--- config.mk ---
export PLATFORM = sky130hd
export DESIGN_NAME = spm_arbiter
export DESIGN_NICKNAME = d
export VERILOG_FILES = /design/src/rtl/spm_pkg.sv /design/src/rtl/spm_arbiter_rr.sv /design/src/rtl/spm_arbiter.sv
export SDC_FILE = /design/constraint.sdc
export NUM_CORES = 1
export LEC_CHECK = 0
export BUFFER_PORTS_ARGS = -buffer_cell sky130_fd_sc_hd__buf_2
export CELL_PAD_IN_SITES_DETAIL_PLACEMENT = 2
export CELL_PAD_IN_SITES_GLOBAL_PLACEMENT = 2
export CORE_MARGIN = 2
export CORE_UTILIZATION = 26
export DETAILED_ROUTE_END_ITERATION = 8
export PLACE_DENSITY = 0.9
export SYNTH_ARGS = -nofsm -noshare
export SYNTH_HDL_FRONTEND = slang
export SYNTH_SLANG_ARGS = --single-unit
--- constraint.sdc ---
create_clock -name clk -period 4.55 [get_ports clk]
set_input_delay 0.455 -clock clk [delete_from_list [all_inputs] [get_ports clk]]
set_output_delay 0.455 -clock clk [all_outputs]
set_load 0.02 [all_outputs]
--- src/rtl/spm_pkg.sv ---
// Shared types and constants for the signed serial-parallel multiplier arbiter.
package spm_pkg;

    localparam int unsigned DEFAULT_WIDTH = 8;
    localparam int unsigned NUM_REQ       = 2;

    typedef enum logic [1:0] {
        IDLE  = 2'd0,
        ISSUE = 2'd1,
        WAIT  = 2'd2,
        RESP  = 2'd3
    } state_t;

endpackage

--- src/rtl/spm_arbiter_rr.sv ---
// Two-way round-robin grant: the pointer names the requester with priority.
module rr_arbiter2
    import spm_pkg::*;
(
    input  logic [NUM_REQ-1:0] req,
    input  logic               ptr,
    input  logic               en,
    output logic [NUM_REQ-1:0] grant_c
);

    always_comb begin
        grant_c = '0;
        if (en) begin
            if (ptr == 1'b0) begin
                if (req[0])      grant_c = 2'b01;
                else if (req[1]) grant_c = 2'b10;
            end else begin
                if (req[1])      grant_c = 2'b10;
                else if (req[0]) grant_c = 2'b01;
            end
        end
    end

endmodule

--- src/rtl/spm_arbiter.sv ---
// Shares one serial-parallel multiplier between two requesters (IDLE/ISSUE/WAIT/RESP).
// Define SPM_ARB_TIMEOUT_EN to abort a WAIT that exceeds TIMEOUT cycles.
module spm_arbiter
    import spm_pkg::*;
#(
    parameter int unsigned WIDTH   = DEFAULT_WIDTH,
    parameter int unsigned TIMEOUT = 64
) (
    input  logic                 clk,
    input  logic                 rst,
    input  logic [NUM_REQ-1:0]   req_valid,
    output logic [NUM_REQ-1:0]   req_ready,
    input  logic [WIDTH-1:0]     req_a0,
    input  logic [WIDTH-1:0]     req_b0,
    input  logic [WIDTH-1:0]     req_a1,
    input  logic [WIDTH-1:0]     req_b1,
    output logic [NUM_REQ-1:0]   rsp_valid,
    input  logic [NUM_REQ-1:0]   rsp_ready,
    output logic [2*WIDTH-1:0]   rsp_product,
    output logic                 rsp_err,
    output logic                 mul_start,
    output logic [WIDTH-1:0]     mul_a,
    output logic [WIDTH-1:0]     mul_b,
    input  logic [2*WIDTH-1:0]   mul_product,
    input  logic                 mul_done
);

    localparam int unsigned PW = 2 * WIDTH;

    state_t             state, state_d;
    logic               ptr, ptr_d;
    logic               gnt, gnt_d;
    logic [WIDTH-1:0]   a_d, b_d;
    logic [PW-1:0]      prod_d;
    logic [NUM_REQ-1:0] rsp_valid_d;
    logic               mul_start_d;
    logic [NUM_REQ-1:0] grant_c;
    logic               arb_en_c;

`ifdef SPM_ARB_TIMEOUT_EN
    localparam int unsigned CNT_W = $clog2(TIMEOUT + 1);
    logic [CNT_W-1:0] cnt, cnt_d;
    logic             err_d;
`else
    logic unused_timeout;
    assign unused_timeout = ^32'(TIMEOUT);
    assign rsp_err        = 1'b0;
`endif

    // Grants are only offered in IDLE and never while reset is being applied
    assign arb_en_c = (state == IDLE) && !rst;

    rr_arbiter2 u_rr (
        .req     (req_valid),
        .ptr     (ptr),
        .en      (arb_en_c),
        .grant_c (grant_c)
    );

    assign req_ready = grant_c;

    always_comb begin
        state_d     = state;
        ptr_d       = ptr;
        gnt_d       = gnt;
        a_d         = mul_a;
        b_d         = mul_b;
        prod_d      = rsp_product;
        rsp_valid_d = '0;
        mul_start_d = 1'b0;
`ifdef SPM_ARB_TIMEOUT_EN
        cnt_d       = cnt;
        err_d       = rsp_err;
`endif
        case (state)
            IDLE: begin
                if (grant_c != '0) begin
                    gnt_d   = grant_c[1];
                    a_d     = grant_c[1] ? req_a1 : req_a0;
                    b_d     = grant_c[1] ? req_b1 : req_b0;
                    state_d = ISSUE;
                end
            end
            ISSUE: begin
                state_d = WAIT;
`ifdef SPM_ARB_TIMEOUT_EN
                cnt_d   = '0;
`endif
            end
            WAIT: begin
                if (mul_done) begin
                    prod_d  = mul_product;
                    state_d = RESP;
`ifdef SPM_ARB_TIMEOUT_EN
                    err_d   = 1'b0;
                end else if (cnt == CNT_W'(TIMEOUT - 1)) begin
                    prod_d  = '0;
                    err_d   = 1'b1;
                    state_d = RESP;
                end else begin
                    cnt_d   = cnt + CNT_W'(1);
`endif
                end
            end
            RESP: begin
                if (rsp_ready[gnt]) begin
                    ptr_d   = ~gnt;
                    state_d = IDLE;
                end
            end
            default: state_d = IDLE;
        endcase

        // Registered strobes follow the state being entered
        if (state_d == RESP) rsp_valid_d[gnt_d] = 1'b1;
        mul_start_d = (state_d == ISSUE);
    end

    always_ff @(posedge clk) begin
        if (rst) begin
            state       <= IDLE;
            ptr         <= 1'b0;
            gnt         <= 1'b0;
            mul_a       <= '0;
            mul_b       <= '0;
            rsp_product <= '0;
            rsp_valid   <= '0;
            mul_start   <= 1'b0;
        end else begin
            state       <= state_d;
            ptr         <= ptr_d;
            gnt         <= gnt_d;
            mul_a       <= a_d;
            mul_b       <= b_d;
            rsp_product <= prod_d;
            rsp_valid   <= rsp_valid_d;
            mul_start   <= mul_start_d;
        end
    end

`ifdef SPM_ARB_TIMEOUT_EN
    always_ff @(posedge clk) begin
        if (rst) begin
            cnt     <= '0;
            rsp_err <= 1'b0;
        end else begin
            cnt     <= cnt_d;
            rsp_err <= err_d;
        end
    end
`endif

endmodule

# Yosys cells after proc, flatten, opt, wreduce, memory -nomap -nowiden
# Cells that the tools add are included.
dict set report word_totals {
  regBits 39
  latch_bits 0
  ram_bits 0
  romBits 0
  input_bits 55
  out_inout_bits 38
  elab_cells 45
  mem_count 0
}
dict set report op_classes {
  n_addsub 0
  mul 0
  div 0
  order_cmp 3
  n_eq_ne 5
  shifts 0
  mux 18
  bitwise_logic 2
  reduce_logical 9
}
# op n
set ops {}
lappend ops {{2-to-1 mux 2 bit} 8}
lappend ops {{2-to-1 mux 8 bit} 2}
lappend ops {{case mux 2 bit (4 select lines)} 1}
lappend ops {{== test 2 bit (second input constant)} 3}
lappend ops {{2-to-1 mux 1 bit} 6}
lappend ops {{AND reduction 2 bit} 3}
lappend ops {{== test 2 x 1 -> 1 bit (second input constant)} 2}
lappend ops {{less-than comparator 1 x 2 -> 1 bit (second input constant)} 2}
lappend ops {{logical AND 1 bit} 2}
lappend ops {{logical NOT 2 bit} 1}
lappend ops {{NOT 1 bit} 2}
lappend ops {{nonzero test 2 bit} 1}
lappend ops {{OR reduction 2 bit} 1}
lappend ops {{demux 1 bit (select 1 bit)} 1}
lappend ops {{greater-or-equal comparator 1 bit (second input constant)} 1}
lappend ops {{logical NOT 1 bit} 1}

# Depth between registers and ports, before layout
dict set report logic_depth {
  word_depth 11
  depth_mapped 6
  ltp_nobuf 3
}

# By module
# Synthesis repeated with hierarchy kept, for this count alone.
dict set report unflattened {
  hier_cells 181
  area_unflattened_um2 1667.8
}
# module instances cells_per_inst area_each_um2 seq_area_each_um2
set modules_own_cells {}
lappend modules_own_cells {spm_arbiter 1 176 1646.6 780.7}
lappend modules_own_cells {rr_arbiter2 1 5 21.3 0.0}

# Worst setup path after synthesis
# OpenSTA, ideal clock, no wires.
dict set report synth_timing {
  path_type {register to output}
  start {register state[0]}
  end {output port req_ready[1]}
  arrival_time_ps 1298
  t_required_ps 4095
  path_slack_ps 2797
  stages_incl_launch_ff 5
  path_buffers 2
  path_cell_list {dfxtp_1 buf_6 or3_4 nor3b_4 buf_6}
}
dict set report synth_via {
  elab_chain_cells 3
}
# element line_no
set synth_rtl {}
lappend synth_rtl {{from (decl)} spm_arbiter.sv:30} ;# state_t state, state_d;
lappend synth_rtl {{from (signal assigned)} spm_arbiter.sv:130} ;# state <= state_d;
lappend synth_rtl {{logical NOT 2 bit} spm_arbiter.sv:51} ;# assign arb_en_c = (state == IDLE) && !rst;
lappend synth_rtl {{logical AND 1 bit} spm_arbiter.sv:51}
lappend synth_rtl {{2-to-1 mux 2 bit} spm_arbiter_rr.sv:13} ;# if (en) begin
lappend synth_rtl {{to (decl)} spm_arbiter.sv:12} ;# output logic [NUM_REQ-1:0] req_ready,
# Every way passes these cells.

# Worst setup path in the final report
# Ends and elaborated chain as after synthesis.

==> summary by stage <==
Outcome
The run finished with clean final reports.

Detailed routing
The total iterations of the first detailed-routing run is 4. The routed length per instance is 16.27 um. The number of nets still failing antenna checks after routing is 0. After detailed routing, the total wire length is 5842 um. The detailed router finished its first iteration with 53 violations. In the routed design, unresolved DRC markers number 0. In the routed layout, each cell is associated on average with a via count of 4.919. For this block, the via count after detailed routing is 1766.

Logic synthesis
Averaged over all synthesized cells, the footprint is 8.678 um2. The net count after synthesis is 257. The distinct cell type count after synthesis is 32. The number of register bits inferred by synthesis is 39. The Yosys step of the flow raised 0 warnings. The gate count after technology mapping is 202. The post-synthesis cell area is 0.001753 mm2. The share of synthesized area occupied by flip-flops and latches is 44.54%.

Timing
Timing would allow up to 336.0 MHz. Across the routed clock network, the largest skew measured is 4.966 ps. The final critical path takes up 65.41% of the cycle. The final count of hold timing violations is 0.

The worst path needs 2976 ps of the cycle, external delays included. Headroom to the max-slew limit came out at 37.58%. Setup repair after global routing left no endpoint under its margin. Setup total negative slack on the finished layout was measured at 0 ps. The slew at the pin with the worst max-slew slack is 935.0 ps. The number of failing setup endpoints in the final timing report is 0.

The total count of max-transition violations in the final report is 0.

Global route
The total overflow left after global routing is 0. For this run, the total global-route usage over all layers was measured as 16.47%. The initial antenna violation count is 0. The wire length of the first global-routing pass is 9549 um. The via count of the first global-routing pass is 1879. The pin count of the biggest net entering global routing is 40.

Place
After detailed placement, the total cell area comes to 0.002207 mm2. Input and output buffers added on the ports amount to 91. The placed wire-length estimate after detailed placement is 4192 um. The global placer's final weighted congestion is 0.7336.

Cells and area
The filler cell count is 776. The number of diodes added for antenna fixing is 0. The finished cells cover 0.002320 mm2. The multi-input combinational cells in the finished layout cover a total of 803.3 um2.

The area growth from synthesis to layout is 32.33%. The final layout contains 336 nets. The area used by sequential logic in the layout is 780.7 um2.

The fraction of layout cells with a size suffix above 1 is 41.49%.

Critical path
STA classifies the critical path endpoint as a primary output. The worst flop-to-flop path endpoint is mul_b[6]. The launch instance of the worst register-to-register path is state[0]. On the critical path, the stage with the largest delay is an instance of sky130_fd_sc_hd__nor3b_4.

The critical path goes through or3_4 > nor3b_4 > buf_2. The worst-case reg-to-reg path depth is 3. The number of buffers and inverters on the critical path is 1. Data arrives at the worst endpoint at 2520 ps. The data required time of the critical path is 4090 ps. The category of the critical setup timing path is flip-flop to primary output. The startpoint kind of the worst setup timing path is a flip-flop. In this run the worst path has a maximum fanout of 26.

For this run, the slowest stage of the critical path takes 750 ps. The worst register-to-register path has a setup slack of 2220 ps. The family with the most delay on the worst path is simple AND/OR/NAND/NOR gates.

Job
The total of max-cap violations is 0.

Pwr
The worst-case vdd ir drop is 114.6 uV. The total power density per cell area is 387.5 mW/mm2. The leakage power is 1.057 nW.

Clocking
Counting every sink on the clock net gives 39. Clock-pin slew was measured on the worst setup and hold paths at 80 ps. TritonCTS built the clock tree.

For this design, the CTS-stage hold fixing added 0 buffers. The buffers inserted during post-CTS setup optimization is 0. Clock tree synthesis inserted a total of 5 buffers. The longest clock path from root to sink contains 2 buffers.

Post-CTS repair changed the size of 0 cells. The clock reaches the later pin of the worst-skew pair after 300 ps. The number of levels the H-tree was split into is 2. The buffer type at the clock tree root is sky130_fd_sc_hd__clkbuf_8.

Die
The top-level port count is 93. Measured along the y axis, the die boundary spans 86.11 um. The overall die area is 0.007415 mm2. For this configuration, the core starts out at a cell density of 27.29%. The core box area is 0.006422 mm2. The initialized floorplan defines 29 standard-cell rows. The die width is 86.11 um.

Worst hold path
The end point of the worst hold path is rsp_product[6]. The worst hold path was traced through 3 stages. The class of the tightest hold or removal check is input port to flip-flop.

The startpoint of the worst hold path is mul_product[6].
cells by family after synthesis:
kind of cell    count (synthesis)  share of synthesized area [%]
simple gates                   66                          19.99
compound gates                 56                          23.77
flops                          39                          44.54
buf+inv                        37                          9.636
mux                             3                          1.856
other cells                     1                         0.2139
worst max path at each step:
stage | startpoint | to | slack, ps | cells past startpoint
after global placement | rst | req_ready[1] | 1760 | 4
after floorplan | state[0] | req_ready[1] | 2800 | 4
after global routing | state[0] | req_ready[1] | 1400 | 3
final | state[0] | req_ready[1] | 1570 | 3
after detailed placement | rst | req_ready[1] | 1700 | 4
after CTS | state[0] | req_ready[1] | 1530 | 3
through the flow:
step / util, % / setup slack (ps) / hold slack (ps) / power, mW / cells
final: 36.12 / 1574 / 391.2 / 0.8989 / 359
after global placement: 34.37 / 1756 / 439.2 / 0.6059 / 351
after detailed placement: 34.37 / 1698 / 450.2 / 0.6162 / 351
after CTS: 36.12 / 1526 / 379.2 / 0.9147 / 359
after floorplan: - / 2797 / 458.2 / 0.5416 / 202
after global routing: 36.12 / 1399 / 384.2 / 0.9574 / 359
cells in the final DEF (no fill, tap or decap), types with 2 or more instances in the layout:
master	netlist	layout
sky130_fd_sc_hd__inv_1	17	17
sky130_fd_sc_hd__a21bo_2	2	2
sky130_fd_sc_hd__dfxtp_1	39	39
sky130_fd_sc_hd__mux2_2	2	2
sky130_fd_sc_hd__nand3b_1	2	2
sky130_fd_sc_hd__nor4_1	16	16
sky130_fd_sc_hd__buf_2	6	91
sky130_fd_sc_hd__a2111oi_0	7	7
sky130_fd_sc_hd__nor2_1	2	2
sky130_fd_sc_hd__a21oi_1	33	33
sky130_fd_sc_hd__nor2b_1	2	2
sky130_fd_sc_hd__clkbuf_8	0	5
sky130_fd_sc_hd__nand2_1	34	34
sky130_fd_sc_hd__a2111oi_2	9	9
sky130_fd_sc_hd__and3b_1	2	2
metal layers:
metal	wire length, um	GRT usage [%]	part of all wire (%)
met2	2870	28.19	49
met1	2502	20.32	43
met5	0	0	0
met3	417	5.101	7.1
met4	52	3.463	0.89
report_power, final:
group	total [mW]	leakage (nW)	internal (mW)	switching, mW
Sequential	0.398	0.320	0.372	0.0256
Clock	0.293	0.0581	0.163	0.129
Combinational	0.208	0.679	0.0809	0.127
Total	0.899	1.06	0.617	0.282
state kept, by name, summed over array words and instances (netlist names):
name,cells
mul_a,8
rsp_valid,2
gnt,1
mul_b,8
mul_start,1
rsp_product,16
state,2
ptr,1
final cells by class:
| type | instances | area share [%] |
|---|---|---|
| Clock inverter | 3 | 1.888 |
| Inverter | 17 | 2.751 |
| Tap cell | 77 | 4.153 |
| Timing Repair Buffer | 92 | 19.96 |
| Multi-Input combinational cell | 126 | 34.63 |
| Sequential cell | 39 | 33.66 |
| Clock buffer | 5 | 2.967 |
cell usage after synthesis (all sizes together):
| cell | count | area (um2) |
|---|---|---|
| a211oi | 1 | 7.510 |
| and3b | 2 | 17.52 |
| a21bo | 2 | 20.02 |
| nor2b | 2 | 12.51 |
| mux2i | 1 | 10.01 |
| conb | 1 | 3.750 |
| nand3b | 2 | 15.01 |
| nor4 | 16 | 100.1 |
| or2 | 1 | 6.260 |
| inv | 17 | 63.81 |
| and2 | 1 | 6.260 |
| nand2 | 34 | 127.6 |
| a31oi | 1 | 6.260 |
| a21oi | 33 | 165.2 |
| a2bb2oi | 1 | 8.760 |
| mux2 | 2 | 22.52 |
| nor3b | 1 | 18.77 |
| or3 | 2 | 17.52 |
| nor3 | 1 | 5.000 |
| nor2 | 3 | 18.77 |
| a2111oi | 16 | 196.4 |
| dfxtp | 39 | 780.8 |
| clkbuf | 10 | 37.54 |
| o21ai | 1 | 5.000 |
| nand3 | 1 | 5.000 |
| o31ai | 1 | 7.510 |
| buf | 10 | 67.56 |
tightest hold or removal path: stages:
cell	delay (ps)
sky130_fd_sc_hd__buf_2	90
sky130_fd_sc_hd__nand2_1	40
sky130_fd_sc_hd__a21oi_1	50
Note: power is estimated with default switching activity, not from simulation.
